File: src/rtl/load_store_unit_if.sv
// Bundle of signals between the EX stage, the load/store unit and the data memory.
// The "master" view belongs to the load/store unit: it receives the EX-stage
// request, drives the memory request and produces the write-back response.
// The "slave" view is the surrounding environment (EX stage plus data memory).
interface load_store_unit_if;
  // EX-stage request side
  logic        in_valid;
  logic        in_ready;
  logic        in_store;
  logic [2:0]  in_size;
  logic [31:0] in_addr;
  logic [31:0] in_wdata;

  // Data-memory side
  logic        mem_req;
  logic        mem_we;
  logic [31:0] mem_addr;
  logic [3:0]  mem_be;
  logic [31:0] mem_wdata;
  logic        mem_ack;
  logic [31:0] mem_rdata;

  // Write-back response
  logic        resp_valid;
  logic [31:0] resp_data;
  logic        resp_err;

  modport master (
    input  in_valid, in_store, in_size, in_addr, in_wdata,
    output in_ready,
    output mem_req, mem_we, mem_addr, mem_be, mem_wdata,
    input  mem_ack, mem_rdata,
    output resp_valid, resp_data, resp_err
  );

  modport slave (
    output in_valid, in_store, in_size, in_addr, in_wdata,
    input  in_ready,
    input  mem_req, mem_we, mem_addr, mem_be, mem_wdata,
    output mem_ack, mem_rdata,
    input  resp_valid, resp_data, resp_err
  );
endinterface

File: src/rtl/load_store_unit.sv
// Load/store unit: single-outstanding memory access stage after the ALU.
// Aligns store data into byte lanes, extends load data, and returns the
// write-back value (or an error) as a one-cycle response pulse. Accesses that
// are misaligned or use an unsupported size never reach memory; accesses the
// memory fails to acknowledge within TIMEOUT_CYC cycles abort with an error.
module load_store_unit #(
  parameter int unsigned TIMEOUT_CYC = 255
) (
  input  logic            clk,
  input  logic            rst_n,
  load_store_unit_if.master bus
);

  typedef enum logic [1:0] {
    IDLE = 2'd0,
    REQ  = 2'd1,
    RESP = 2'd2
  } state_t;

  // Counter value seen in the last wait cycle before the access gives up
  localparam logic [15:0] LP_LAST_WAIT = 16'(TIMEOUT_CYC - 1);

  state_t      r_state, w_state_next;

  logic        r_store, w_store;
  logic [2:0]  r_size, w_size;
  logic [1:0]  r_off, w_off;
  logic [15:0] r_cnt, w_cnt;

  logic        r_mem_req, w_mem_req;
  logic        r_mem_we, w_mem_we;
  logic [31:0] r_mem_addr, w_mem_addr;
  logic [3:0]  r_mem_be, w_mem_be;
  logic [31:0] r_mem_wdata, w_mem_wdata;

  logic        r_resp_valid, w_resp_valid;
  logic [31:0] r_resp_data, w_resp_data;
  logic        r_resp_err, w_resp_err;

  logic        w_legal;
  logic        w_misaligned;
  logic [3:0]  w_be_in;
  logic [31:0] w_wdata_in;
  logic [7:0]  w_byte;
  logic [15:0] w_half;
  logic [31:0] w_load_ext;

  // Classify the incoming request and build its byte enables and lane-aligned store data
  always_comb begin
    w_legal      = 1'b0;
    w_misaligned = 1'b0;
    w_be_in      = 4'b1111;
    w_wdata_in   = bus.in_wdata;

    case (bus.in_size)
      3'b000, 3'b001, 3'b010: w_legal = 1'b1;
      3'b100, 3'b101:         w_legal = !bus.in_store;
      default:                w_legal = 1'b0;
    endcase

    w_misaligned = ((bus.in_size[1:0] == 2'b01) && bus.in_addr[0]) ||
                   ((bus.in_size[1:0] == 2'b10) && (bus.in_addr[1:0] != 2'b00));

    case (bus.in_size[1:0])
      2'b00: begin
        w_be_in    = 4'b0001 << bus.in_addr[1:0];
        w_wdata_in = {4{bus.in_wdata[7:0]}} << {bus.in_addr[1:0], 3'b000};
      end
      2'b01: begin
        w_be_in    = 4'b0011 << bus.in_addr[1:0];
        w_wdata_in = {2{bus.in_wdata[15:0]}} << {bus.in_addr[1:0], 3'b000};
      end
      default: begin
        w_be_in    = 4'b1111;
        w_wdata_in = bus.in_wdata;
      end
    endcase
  end

  // Pick the addressed byte/halfword out of the read word and sign- or zero-extend it
  always_comb begin
    w_byte     = 8'h00;
    w_half     = 16'h0000;
    w_load_ext = bus.mem_rdata;

    case (r_off)
      2'd0:    w_byte = bus.mem_rdata[7:0];
      2'd1:    w_byte = bus.mem_rdata[15:8];
      2'd2:    w_byte = bus.mem_rdata[23:16];
      default: w_byte = bus.mem_rdata[31:24];
    endcase

    w_half = r_off[1] ? bus.mem_rdata[31:16] : bus.mem_rdata[15:0];

    case (r_size)
      3'b000:  w_load_ext = {{24{w_byte[7]}}, w_byte};
      3'b001:  w_load_ext = {{16{w_half[15]}}, w_half};
      3'b100:  w_load_ext = {24'h000000, w_byte};
      3'b101:  w_load_ext = {16'h0000, w_half};
      default: w_load_ext = bus.mem_rdata;
    endcase
  end

  // Next-state and next-output logic; every register holds unless a transition updates it
  always_comb begin
    w_state_next = r_state;
    w_store      = r_store;
    w_size       = r_size;
    w_off        = r_off;
    w_cnt        = r_cnt;
    w_mem_req    = r_mem_req;
    w_mem_we     = r_mem_we;
    w_mem_addr   = r_mem_addr;
    w_mem_be     = r_mem_be;
    w_mem_wdata  = r_mem_wdata;
    w_resp_valid = 1'b0;
    w_resp_data  = r_resp_data;
    w_resp_err   = r_resp_err;

    case (r_state)
      IDLE: begin
        if (bus.in_valid) begin
          w_store = bus.in_store;
          w_size  = bus.in_size;
          w_off   = bus.in_addr[1:0];
          if (!w_legal || w_misaligned) begin
            w_resp_valid = 1'b1;
            w_resp_err   = 1'b1;
            w_resp_data  = 32'h0000_0000;
            w_state_next = RESP;
          end else begin
            w_mem_req    = 1'b1;
            w_mem_we     = bus.in_store;
            w_mem_addr   = {bus.in_addr[31:2], 2'b00};
            w_mem_be     = w_be_in;
            w_mem_wdata  = w_wdata_in;
            w_cnt        = 16'h0000;
            w_state_next = REQ;
          end
        end
      end

      REQ: begin
        if (bus.mem_ack) begin
          w_mem_req    = 1'b0;
          w_mem_we     = 1'b0;
          w_resp_valid = 1'b1;
          w_resp_err   = 1'b0;
          w_resp_data  = r_store ? 32'h0000_0000 : w_load_ext;
          w_state_next = RESP;
        end else if (r_cnt == LP_LAST_WAIT) begin
          w_mem_req    = 1'b0;
          w_mem_we     = 1'b0;
          w_resp_valid = 1'b1;
          w_resp_err   = 1'b1;
          w_resp_data  = 32'h0000_0000;
          w_state_next = RESP;
        end else begin
          w_cnt = r_cnt + 16'd1;
        end
      end

      RESP: begin
        w_state_next = IDLE;
      end

      default: begin
        w_state_next = IDLE;
      end
    endcase
  end

  // State and output registers; reset drops any access in flight without a response
  always_ff @(posedge clk or negedge rst_n) begin
    if (!rst_n) begin
      r_state      <= IDLE;
      r_store      <= 1'b0;
      r_size       <= 3'b000;
      r_off        <= 2'b00;
      r_cnt        <= 16'h0000;
      r_mem_req    <= 1'b0;
      r_mem_we     <= 1'b0;
      r_mem_addr   <= 32'h0000_0000;
      r_mem_be     <= 4'b0000;
      r_mem_wdata  <= 32'h0000_0000;
      r_resp_valid <= 1'b0;
      r_resp_data  <= 32'h0000_0000;
      r_resp_err   <= 1'b0;
    end else begin
      r_state      <= w_state_next;
      r_store      <= w_store;
      r_size       <= w_size;
      r_off        <= w_off;
      r_cnt        <= w_cnt;
      r_mem_req    <= w_mem_req;
      r_mem_we     <= w_mem_we;
      r_mem_addr   <= w_mem_addr;
      r_mem_be     <= w_mem_be;
      r_mem_wdata  <= w_mem_wdata;
      r_resp_valid <= w_resp_valid;
      r_resp_data  <= w_resp_data;
      r_resp_err   <= w_resp_err;
    end
  end

  assign bus.in_ready   = (r_state == IDLE);
  assign bus.mem_req    = r_mem_req;
  assign bus.mem_we     = r_mem_we;
  assign bus.mem_addr   = r_mem_addr;
  assign bus.mem_be     = r_mem_be;
  assign bus.mem_wdata  = r_mem_wdata;
  assign bus.resp_valid = r_resp_valid;
  assign bus.resp_data  = r_resp_data;
  assign bus.resp_err   = r_resp_err;

endmodule

File: src/flat_wrapper.sv
// flat-port wrapper written by rule: the top's interface ports become plain ports
module load_store_unit_flat 
#(
  parameter int unsigned TIMEOUT_CYC = 255
)
  (clk, rst_n, bus_in_valid, bus_in_store, bus_in_size, bus_in_addr, bus_in_wdata, bus_in_ready, bus_mem_req, bus_mem_we, bus_mem_addr, bus_mem_be, bus_mem_wdata, bus_mem_ack, bus_mem_rdata, bus_resp_valid, bus_resp_data, bus_resp_err);
  load_store_unit_if bus_i ();
  input  logic clk;
  input  logic rst_n;
  input wire logic [$bits(bus_i.in_valid)-1:0] bus_in_valid;
  input wire logic [$bits(bus_i.in_store)-1:0] bus_in_store;
  input wire logic [$bits(bus_i.in_size)-1:0] bus_in_size;
  input wire logic [$bits(bus_i.in_addr)-1:0] bus_in_addr;
  input wire logic [$bits(bus_i.in_wdata)-1:0] bus_in_wdata;
  output wire logic [$bits(bus_i.in_ready)-1:0] bus_in_ready;
  output wire logic [$bits(bus_i.mem_req)-1:0] bus_mem_req;
  output wire logic [$bits(bus_i.mem_we)-1:0] bus_mem_we;
  output wire logic [$bits(bus_i.mem_addr)-1:0] bus_mem_addr;
  output wire logic [$bits(bus_i.mem_be)-1:0] bus_mem_be;
  output wire logic [$bits(bus_i.mem_wdata)-1:0] bus_mem_wdata;
  input wire logic [$bits(bus_i.mem_ack)-1:0] bus_mem_ack;
  input wire logic [$bits(bus_i.mem_rdata)-1:0] bus_mem_rdata;
  output wire logic [$bits(bus_i.resp_valid)-1:0] bus_resp_valid;
  output wire logic [$bits(bus_i.resp_data)-1:0] bus_resp_data;
  output wire logic [$bits(bus_i.resp_err)-1:0] bus_resp_err;
  assign bus_i.in_valid = bus_in_valid;
  assign bus_i.in_store = bus_in_store;
  assign bus_i.in_size = bus_in_size;
  assign bus_i.in_addr = bus_in_addr;
  assign bus_i.in_wdata = bus_in_wdata;
  assign bus_in_ready = bus_i.in_ready;
  assign bus_mem_req = bus_i.mem_req;
  assign bus_mem_we = bus_i.mem_we;
  assign bus_mem_addr = bus_i.mem_addr;
  assign bus_mem_be = bus_i.mem_be;
  assign bus_mem_wdata = bus_i.mem_wdata;
  assign bus_i.mem_ack = bus_mem_ack;
  assign bus_i.mem_rdata = bus_mem_rdata;
  assign bus_resp_valid = bus_i.resp_valid;
  assign bus_resp_data = bus_i.resp_data;
  assign bus_resp_err = bus_i.resp_err;
  load_store_unit #(.TIMEOUT_CYC(TIMEOUT_CYC)) u_core (.clk(clk), .rst_n(rst_n), .bus(bus_i));
endmodule
File: config.mk
export PLATFORM = sky130hd
export DESIGN_NAME = load_store_unit_flat
export DESIGN_NICKNAME = d
export VERILOG_FILES = /design/src/rtl/load_store_unit_if.sv /design/src/rtl/load_store_unit.sv /design/src/flat_wrapper.sv
export SDC_FILE = /design/constraint.sdc
export NUM_CORES = 1
export LEC_CHECK = 0
export BUFFER_PORTS_ARGS = -buffer_cell sky130_fd_sc_hd__buf_2
export CAP_MARGIN = 30
export CORE_MARGIN = 2
export CORE_UTILIZATION = 35
export CTS_BUF_LIST = sky130_fd_sc_hd__clkbuf_16
export DETAILED_ROUTE_END_ITERATION = 12
export SLEW_MARGIN = 10
export SYNTH_ARGS = -nofsm -noshare
export SYNTH_HDL_FRONTEND = slang
export SYNTH_SLANG_ARGS = --single-unit
export TNS_END_PERCENT = 20
File: constraint.sdc
create_clock -name clk -period 3.8 [get_ports clk]
set_input_delay 0.19 -clock clk [delete_from_list [all_inputs] [get_ports clk]]
set_output_delay 0.19 -clock clk [all_outputs]
set_load 0.005 [all_outputs]
# Word-level counts from Yosys, hierarchy flattened
# Index checks and enable logic that the tools add are counted.
# word_totals
regBits	126
input_bits	104
out_inout_bits	105
# op_classes
n_addsub	1
eq_ne	19
n_shift	4
mux	40
n_bitwise	1
n_reduce_logical	21
# op_table
cell	count
two-way mux 32 bit	5
one-hot mux 32 bit (2 select lines)	2
one-hot mux 32 bit (4 select lines)	1
two-way mux 16 bit	5
<< shifter 32 x 5 -> 32 bit	2
one-hot mux 16 bit (2 select lines)	1
one-hot mux 8 bit (3 select lines)	1
adder 16 x 1 -> 16 bit, second input constant	1
== test 16 x 8 -> 1 bit, second input constant	1
two-way mux 1 bit	14
== test 3 bit, second input constant	4
one-hot mux 1 bit (2 select lines)	5
two-way mux 2 bit	4
inequality test 2 bit, second input constant	4
one-hot mux 4 bit (2 select lines)	1
AND reduction 4 bit	2
== test 2 x 1 -> 1 bit, second input constant	3
== test 3 x 1 -> 1 bit, second input constant	2
logical NOT 2 bit	3
logical NOT 3 bit	2
AND reduction 5 bit	1
== test 2 bit, second input constant	2
one-hot mux 2 bit (2 select lines)	1
AND reduction 2 bit	2
13 further kinds	17

# Longest topological paths before layout
# logic_depth
word_depth	8
ltp_mapped	8

# Worst setup path after synthesis
# OpenSTA, ideal clock, no wires.
# synth_timing
path_kind	register to register
start	register u_core.r_cnt[13]
end	register u_core.r_resp_data[12], in the netlist u_core.bus.resp_data[12]
setup_ps	126
t_arrival_ps	1953
t_required_ps	3674
path_slack_ps	1721
path_stages_with_launch	6
period_less_slack_ps	2079
cell_sequence	dfrtp_1 -> or4_4 -> nor4b_4 -> a21oi_2 -> buf_6 -> a221o_1
# synth_between
elab_chain_len	3
# synth_rtl
element	line	source
start: declaration	load_store_unit.sv:28	logic [15:0] r_cnt, w_cnt;
start signal: assignment	load_store_unit.sv:194	r_cnt <= w_cnt;
== test 16 x 8 -> 1 bit	load_store_unit.sv:151	end else if (r_cnt == LP_LAST_WAIT) begin
inequality test 3 x 2 -> 1 bit (no line)	-	
AND reduction 4 bit (no line)	-	
end signal: assignment	load_store_unit.sv:201	r_resp_data <= w_resp_data;
end: declaration	load_store_unit.sv:37	logic [31:0] r_resp_data, w_resp_data;
# Every way passes these cells.
# A chain may end at the register's enable or synchronous reset.

# Final worst setup path
# layout_timing
start	register u_core.r_cnt[12]
end	register u_core.r_resp_data[26], in the netlist u_core.bus.resp_data[26]
# Same word-level chain as after synthesis.

==> impl_metrics.toml <==
[sta]
hold_viol_final = 0
fin_crit_ns = 2.45
skew_ns = 0.00743
fin_crit_sh_pct = 64.6
fmax_ghz = 0.408
drv_slew = 0
tightest_slew_ns = 0.899
rsz0062_at_grt = "no"
relSlewSlack_pct = 39.8
setup_viol = 0
timing.final.ws_setup_ns = 1.35
setup_tns_ns = 0
whs_ns = 0.0379

[power]
leakage_nw = 4.18
power_density_nw_per_um2 = 565
switching_power_mw = 1.57
ir_worst_vdd_uv = 357
swShare_pct = 33.4
p_int_mw = 3.12
power_frac_clock_pct = 33.6
p_seq_share_pct = 41.1
pwr-share-comb_pct = 25.3

[clock_network]
cts_sinks = 126
clock-root-buffer = "clkbuf_16"
clk_pin_slew_ns = 0.07
cts-htree-levels = 4
cts_tree = "done"
clockBufferDepth = 2
post_cts_buffers = 0
cts_buffers = 17
clk_latency_ns = 0.43

[cells_and_area]
nNetsFinal = 974
area_growth_pct = 35.0
antenna_cells = 0
layout-drive-gt1-share_pct = 31.7

[run]
drv_cap = 0

[synth]
synth_edf_count = 0
synthFlopType = "dfrtp_1"
syn_inst = 644
ys_async_sr_fraction_pct = 100
synth-seq-cells = 126
seq_area_frac_synth_pct = 51.3
synth_area_um2 = 6150
syn_avg_cell_area_um2 = 9.55
synth_warnings = 0
synth_cell_types = 52

[floorplanning]
rows = 48
die_w_um = 137
die_h_um = 137
dieArea_um2 = 18600
io_pins = 209
start_util_pct = 35.7
core_area_um2 = 17200

[worst_setup_path]
cp_max_fo = 18
cp_slowest_cell = "or4_4"
critPathArrivalTime_ns = 2.76
required_ns = 4.11
cp_slowest_stage_delay_ns = 0.56
crit_type = "register to register"
path_cells = "or4_4 -> nor4b_4 -> a21oi_2 -> buf_4 -> a22o_1"
crit_family = "simple AND/OR/NAND/NOR gates"
crit_path_start_kind = "register"
worstPathBufferInverterCount = 1
endpoint_kind = "register"

[grt]
grt_max_degree = 43
grt-ovfl-total = 0
antenna_found_initial = 2
grt_pass1_vias = 5557
grt_pass1_wl_um = 29100
grt_usage_pct = 20.1

[worst_hold_path]
hp-class = "primary input to register"

[placed_design]
io_buffers = 206
dp_hpwl_um = 12900
place_ws_ns = 1.27
gp_congestion = 0.791

[drt]
vias = 5683
drtIter0Drc = 275
drcViolationCount = 0
dr.pass1.iters = 4
wl_per_cell_um = 16.3
totalWireLength_um = 18000
routed_via_density = 5.14
final_antenna_net_count = 0

[run_status]
outcome = "finished, final reports clean"
-- worst register-to-register path, cell delays in order, from the launching register on --
cell and delay, ns:
dfrtp_1 0.42, or4_4 0.56, nor4b_4 0.50, a21oi_2 0.33
buf_4 0.28, a22o_1 0.24
-- power by group through the flow --
stage / logic [mW] / registers, mW / clock network [mW]
after global placement: 1.13 / 1.96 / 0
after floorplan: 0.603 / 1.91 / 0
after CTS: 1.20 / 1.93 / 1.60
after global routing: 1.35 / 1.98 / 1.67
final: 1.19 / 1.93 / 1.58
after detailed placement: 1.18 / 1.94 / 0
-- metal layers --
| metal | GRT usage, % | up-vias | routed length (µm) |
|---|---|---|---|
| met5 | 0 | - | 27 |
| met4 | 6.08 | 4 | 272 |
| met3 | 7.22 | 26 | 1510 |
| met2 | 30.8 | 192 | 8120 |
| met1 | 26.6 | 2723 | 8050 |
| li1 | - | 2738 | - |
-- state kept, by name, summed over array words and instances (netlist names) --
register / count
u_core.bus.mem_addr: 30
u_core.bus.mem_be: 4
u_core.bus.mem_req: 1
u_core.bus.mem_wdata: 32
u_core.bus.mem_we: 1
u_core.bus.resp_data: 32
u_core.bus.resp_err: 1
u_core.bus.resp_valid: 1
u_core.r_cnt: 16
u_core.r_off: 2
u_core.r_size: 3
u_core.r_state: 2
u_core.r_store: 1
-- Yosys cell counts (9+ instances only) --
library cell | number | area [µm²]
a21oi_1 | 31 | 155
or4_1 | 9 | 67.6
mux2i_1 | 11 | 110
a22o_1 | 27 | 236
clkbuf_1 | 32 | 120
nand3_1 | 21 | 105
o21ai_0 | 41 | 205
nand2b_1 | 28 | 175
o31ai_1 | 10 | 75.1
nand2_1 | 140 | 526
a221oi_1 | 11 | 96.3
nor2_1 | 20 | 75.1
inv_1 | 20 | 75.1
dfrtp_1 | 126 | 3150
mux2_2 | 18 | 203
-- worst paths after layout --
kind / from / end / slack [ns] / depth (start not counted)
setup reg to reg: u_core.r_cnt[12] / u_core.bus.resp_data[26] / 1.35 / 5
setup / recovery: u_core.r_cnt[12] / u_core.bus.resp_data[26] / 1.35 / 5
hold / removal: bus_in_size[2] / u_core.r_size[2] / 0.04 / 2
min in group asynchronous: rst_n / u_core.bus.resp_data[11] / 0.29 / 2
max in group asynchronous: rst_n / u_core.r_size[0] / 2.76 / 3
hold reg to reg: u_core.bus.mem_wdata[5] / u_core.bus.mem_wdata[5] / 0.46 / 2
-- timing repair --
item	4_1_cts	5_1_grt
gates resized for setup	0	0
hold buffers	31	0
endpoints found under the hold margin	68	0
-- cells in the final DEF (no fill, tap or decap), types with 2 or more instances in the layout --
master         count
and4_1             3
o31ai_1           10
buf_12             3
o41ai_1            2
dfrtp_1          126
mux2_2            18
buf_4              8
nor2b_1            7
mux2i_1           11
or2_2              2
nor2_1            20
o22ai_1            8
nand3b_1           5
inv_8              4
buf_2            205
or4_1              9
ha_1               2
a211o_1            4
a21oi_1           31
nand4_1            5
clkinvlp_4         2
o21ai_0           41
a22o_1            27
nand2b_1          28
dlygate4sd3_1     31
nand2_1          140
nand3_1           21
or3_1              5
inv_1             20
a21o_1             6
a221oi_1          11
o2bb2ai_1          8
conb_1             2
inv_6              8
clkbuf_16         17
nor3_1             3
a221o_1            6
-- final cells by class --
cell class / instances / area, µm²
timing repair buffer: 248 / 1470
tap: 225 / 282
inverter: 20 / 75.1
clock inverter: 15 / 139
multi-input combinational: 455 / 2750
clock buffer: 17 / 425
sequential: 126 / 3150
fill: 1653 / 8940
-- cell families after synthesis --
kind of cell	count (synthesis)	share of synthesized area (%)
flip-flops	126	51.3
adder cells (fa/ha/maj)	2	0.407
buffers and inverters	64	4.21
AO/OA/AOI/OAI	164	18.4
other	1	0.0610
AND/OR/NAND/NOR	257	20.2
multiplexers	30	5.45
-- metrics by stage --
step | total power, mW | util [%] | cells | instance area (µm²)
detailed placement | 3.12 | 43.1 | 1043 | 7420
global placement | 3.09 | 42.7 | 1040 | 7370
floorplan | 2.51 | - | 645 | 6150
global route | 4.99 | 48.1 | 1106 | 8300
CTS | 4.73 | 48.1 | 1106 | 8300
finish | 4.69 | 48.1 | 1106 | 8300
No activity file was read; power rests on OpenSTA's default activity.
